### src/rtl/mem_access_unit.sv
// Memory access unit: turns one-cycle fetch/load/store requests from the
// multicycle controller into a mem_req/mem_ready handshake, stalling the
// controller until memory answers, and owns the IR and load data register.
//
// Ports:
//   clk, reset       clock (rising edge), async active-high reset
//   req_valid        controller wants a memory access in this state
//   req_we           1 = store
//   req_fetch        1 = instruction fetch (IR write)
//   req_addr         access address
//   req_wdata        store data
//   stall            freeze controller state register / PC write
//   instr            instruction register
//   rdata            load data register
//   err              sticky memory timeout flag
//   mem_req          memory request
//   mem_we           memory write enable
//   mem_addr         memory address
//   mem_wdata        memory write data
//   mem_ready        memory completes the request this cycle
//   mem_rdata        read data, valid with mem_ready
module mem_access_unit #(
  parameter int ADDR_W      = 32,
  parameter int DATA_W      = 32,
  parameter int TIMEOUT_CYC = 255
) (
  input  logic              clk,
  input  logic              reset,
  input  logic              req_valid,
  input  logic              req_we,
  input  logic              req_fetch,
  input  logic [ADDR_W-1:0] req_addr,
  input  logic [DATA_W-1:0] req_wdata,
  output logic              stall,
  output logic [DATA_W-1:0] instr,
  output logic [DATA_W-1:0] rdata,
  output logic              err,
  output logic              mem_req,
  output logic              mem_we,
  output logic [ADDR_W-1:0] mem_addr,
  output logic [DATA_W-1:0] mem_wdata,
  input  logic              mem_ready,
  input  logic [DATA_W-1:0] mem_rdata
);

  localparam int CW = $clog2(TIMEOUT_CYC + 1);
  localparam logic [CW-1:0] LP_TMO = CW'(TIMEOUT_CYC);

  typedef enum logic [1:0] {
    S_IDLE,
    S_WAIT,
    S_DONE
  } state_t;

  state_t             r_state;
  logic               r_mem_req;
  logic               r_mem_we;
  logic [ADDR_W-1:0]  r_mem_addr;
  logic [DATA_W-1:0]  r_mem_wdata;
  logic               r_fetch;
  logic [DATA_W-1:0]  r_instr;
  logic [DATA_W-1:0]  r_rdata;
  logic               r_err;
  logic [CW-1:0]      r_cnt;
  logic [CW-1:0]      w_cnt_nxt;
  logic               w_busy;

  assign w_cnt_nxt = r_cnt + CW'(1);

  // Stall is raised in the request cycle itself so the controller holds
  // its state; reset forces it low so a reset mid-access frees the core.
  assign w_busy = (r_state == S_WAIT) ||
                  ((r_state == S_IDLE) && req_valid);
  assign stall  = w_busy && !reset;

  assign mem_req   = r_mem_req;
  assign mem_we    = r_mem_we;
  assign mem_addr  = r_mem_addr;
  assign mem_wdata = r_mem_wdata;
  assign instr     = r_instr;
  assign rdata     = r_rdata;
  assign err       = r_err;

  always_ff @(posedge clk or posedge reset) begin
    if (reset) begin
      r_state     <= S_IDLE;
      r_mem_req   <= 1'b0;
      r_mem_we    <= 1'b0;
      r_mem_addr  <= '0;
      r_mem_wdata <= '0;
      r_fetch     <= 1'b0;
      r_instr     <= '0;
      r_rdata     <= '0;
      r_err       <= 1'b0;
      r_cnt       <= '0;
    end else begin
      unique case (r_state)
        S_IDLE: begin
          if (req_valid) begin
            r_mem_addr  <= req_addr;
            r_mem_wdata <= req_wdata;
            r_mem_we    <= req_we;
            // A store with irwrite set never touches the IR.
            r_fetch     <= req_fetch && !req_we;
            r_mem_req   <= 1'b1;
            r_state     <= S_WAIT;
          end
        end
        S_WAIT: begin
          if (mem_ready) begin
            if (!r_mem_we) begin
              if (r_fetch) r_instr <= mem_rdata;
              else         r_rdata <= mem_rdata;
            end
            r_mem_req <= 1'b0;
            r_state   <= S_DONE;
          end else if (w_cnt_nxt == LP_TMO) begin
            r_err     <= 1'b1;
            r_mem_req <= 1'b0;
            r_cnt     <= w_cnt_nxt;
            r_state   <= S_DONE;
          end else begin
            r_cnt <= w_cnt_nxt;
          end
        end
        S_DONE: begin
          // req_valid here still belongs to the finished access.
          r_cnt   <= '0;
          r_state <= S_IDLE;
        end
        default: r_state <= S_IDLE;
      endcase
    end
  end

endmodule

### config.mk
export PLATFORM = sky130hd
export DESIGN_NAME = mem_access_unit
export DESIGN_NICKNAME = d
export VERILOG_FILES = /design/src/rtl/mem_access_unit.sv
export SDC_FILE = /design/constraint.sdc
export NUM_CORES = 1
export LEC_CHECK = 0
export CAP_MARGIN = 30
export CORE_UTILIZATION = 55
export DETAILED_ROUTE_END_ITERATION = 7
export DONT_BUFFER_PORTS = 1
export PLACE_DENSITY = 0.7
export SLEW_MARGIN = 20
export SYNTH_ARGS = -nofsm -noshare
export SYNTH_HDL_FRONTEND = slang
export SYNTH_SLANG_ARGS = --single-unit
### constraint.sdc
create_clock -name clk -period 12.3 [get_ports clk]
set_input_delay 1.845 -clock clk [delete_from_list [all_inputs] [get_ports clk]]
set_output_delay 1.845 -clock clk [all_outputs]
set_load 0.03 [all_outputs]
==> impl_metrics.tcl <==
set metrics [dict create \
    status "finished clean" \
    grt_max_degree 81 \
    vias 2904 \
    min_period_ns 4.40 \
    holdPathStages 2 \
    reg2reg_from "r_state[0]" \
    wl_per_cell_um 20.6 \
    hp-start "r_cnt[1]" \
    coreArea_um2 9770 \
    cts_made_buffers 17 \
    avgSynthCellArea_um2 15.4 \
    startpoint_type "primary input" \
    fin_crit_sh 0.358 \
    port_buffers 0 \
    finalWirelength_mm 10.5 \
    antenna_found_initial 0 \
    fmax_mhz 227 \
    maxSlewHeadroom 0.412 \
    cts_tree "yes" \
    regToRegEndpoint "mem_addr[8]" \
    synth.cell_area_um2 5530 \
    synth_edf_count 0 \
    die_area_um2 10500 \
    syn_nets 463 \
    min_path_type "reg -> reg" \
    yosysWarnings 0 \
    synth.area.top_cells "dfrtp_1, mux2_2, buf_2" \
    dr.pass1.iters 4 \
    synth.distinct_cells 33 \
    path_cells "nor2_1, nor3_1" \
    place.gp.congestion 0.735 \
    critPathCaptureType "primary output" \
    post-place-ws_ns 7.90 \
    pin_count 234 \
    reg2reg_depth 4 \
    syn_inst 359 \
    setup_viol 0 \
    synth.largest_area_cell "dfrtp_1" \
    vias_per_cell 5.71 \
    drc_errors 0 \
    htree_levels 4 \
    gr-total-overflow 0 \
    crit_slowest_cell "nor3_1" \
    areaGrowthSynthToFinish_pct 14.3 \
    fin_tns_setup_ns 0 \
    crit_type "in -> out" \
    hold_viol 0 \
    clockBufferDepth 2 \
    cts_resized 0 \
    path_max_fanout 2 \
    yosysSeqAreaShare 0.642 \
    power_leakage_uw 0.00273 \
    rsz0062_at_grt "no" \
    yosys_register_bits 142 \
    start_util 0.566 \
    grt_usage 0.205 \
    die_w_um 102 \
    synth-main-ff-cell "dfrtp_1" \
    irDropWorstVdd_uv 184 \
    n_antenna_cell 0 \
    p_per_area_nw_per_um2 327 \
    fin_skew_ns 0.00487 \
    fillers 712 \
    ant_nets 0 \
    cts_root_buf "clkbuf_8" \
    timing.final.ws_setup_ns 7.90 \
    grt_pass1_wl_mm 15.8 \
    final_max_slew_viol_count 0 \
    cap_violations 0 \
    std_cell_rows 36 \
    arrival_ns 2.56 \
    cts_setup_buffers 0 \
    crit_required_ns 10.45 \
    layout-drive-gt1-share 0.441 \
    detail_route.iter0.violations 49 \
    async_flop_share 1.00 \
    clk_pin_slew_worst_paths_ns 0.05 \
    dpl.hpwl_mm 7.20 \
    postCtsHoldBufs 0 \
    worst_path_largest_cell_delay_ns 0.69 \
    cpLargestDelayFamily "simple AND/OR/NAND/NOR gates" \
    clock_latency_ns 0.51 \
    first_global_vias 3018 \
    clock-sinks 142 \
    rrSetupSlack_ns 9.97 \
    layout.nets 467 \
    tightest_slew_ns 0.876 \
    path_buf_inv 0 \
    hold_path_end "r_cnt[1]" \
    die_h_um 102 \
    yosysTopAreaCellShare 0.642 \
]
[registers in the layout (all words and copies together), names as in the netlist]
register   flops
rdata         32
err            1
mem_req        1
mem_addr      32
r_fetch        1
instr         32
r_cnt          8
r_state        2
mem_we         1
mem_wdata     32
[cell usage in the layout, fill, tap and decap left out, types with 4 or more instances in the layout]
cell | synthesis | final
dfrtp_1 | 142 | 142
mux2_2 | 129 | 129
clkbuf_16 | 0 | 16
o21ai_0 | 9 | 9
nor2_1 | 8 | 8
nand2_1 | 8 | 8
mux2i_1 | 6 | 6
bufinv_16 | 0 | 6
nor3_1 | 4 | 4
clkbuf_8 | 0 | 4
buf_4 | 0 | 4
[area by class of cell]
| type | instances | area, um2 | share of cell area |
|---|---|---|---|
| sequential | 142 | 3550 | 0.562 |
| multi-input combinational | 195 | 1890 | 0.299 |
| clock buffer | 22 | 463 | 0.0732 |
| clock inverter | 10 | 208 | 0.0328 |
| tap | 133 | 166 | 0.0263 |
| timing repair buffer | 4 | 30.0 | 0.00475 |
| inverter | 3 | 16.3 | 0.00257 |
[kinds of logic (layout without fill, tap and decap cells)]
| family | after synthesis | after routing | synth area share |
|---|---|---|---|
| simple gates | 36 | 36 | 0.0348 |
| fa+ha+maj | 2 | 2 | 0.00452 |
| flops | 142 | 142 | 0.642 |
| xor+xnor | 4 | 4 | 0.00633 |
| mux | 135 | 135 | 0.273 |
| buf+inv | 22 | 39 | 0.0183 |
| compound gates | 18 | 18 | 0.0204 |
[power breakdown]
group / internal (uW) / switching (uW)
Sequential: 665 / 559
Clock: 386 / 182
Combinational: 177 / 96.0
[per-layer routing]
layer  GRT usage  routed length (um)  vias to the layer above  share of wire
met3      0.0944                 922                       16          0.088
met4      0.0890                 162                        0          0.015
met2       0.326                5420                      123           0.52
li1            -                   -                     1278              -
met5           0                   0                        -              0
met1       0.241                4000                     1487           0.38
[worst max path at each step]
stage / startpoint / endpoint / depth (start not counted)
after floorplan: reset / err / 1
after global placement: req_valid / stall / 2
after detailed placement: req_valid / stall / 2
after CTS: req_valid / stall / 2
after global routing: req_valid / stall / 2
final: req_valid / stall / 2
[synth_stat cells, drive strengths merged (2+ instances only)]
cell	n
o21ai	9
o31ai	2
mux2	129
dfrtp	142
inv	3
nor2b	2
xor2	2
nor3	4
ha	2
buf	16
clkbuf	3
nor4	2
nand4b	2
xnor2	2
nor2	8
mux2i	6
nand2	8
nand3	3
[per-stage QoR]
stage | std cells | utilization | power (uW) | hold slack [ns] | cell area, um2
3_5_place_dp | 477 | 0.578 | 1510 | 0.576 | 5650
3_3_place_gp | 477 | 0.578 | 1490 | 0.550 | 5650
4_1_cts | 509 | 0.647 | 2090 | 0.591 | 6320
5_1_grt | 509 | 0.647 | 2160 | 0.636 | 6320
6_report | 509 | 0.647 | 2070 | 0.585 | 6320
2_1_floorplan | 359 | - | 1420 | 0.519 | 5530
No activity file was read; power rests on OpenSTA's default activity.
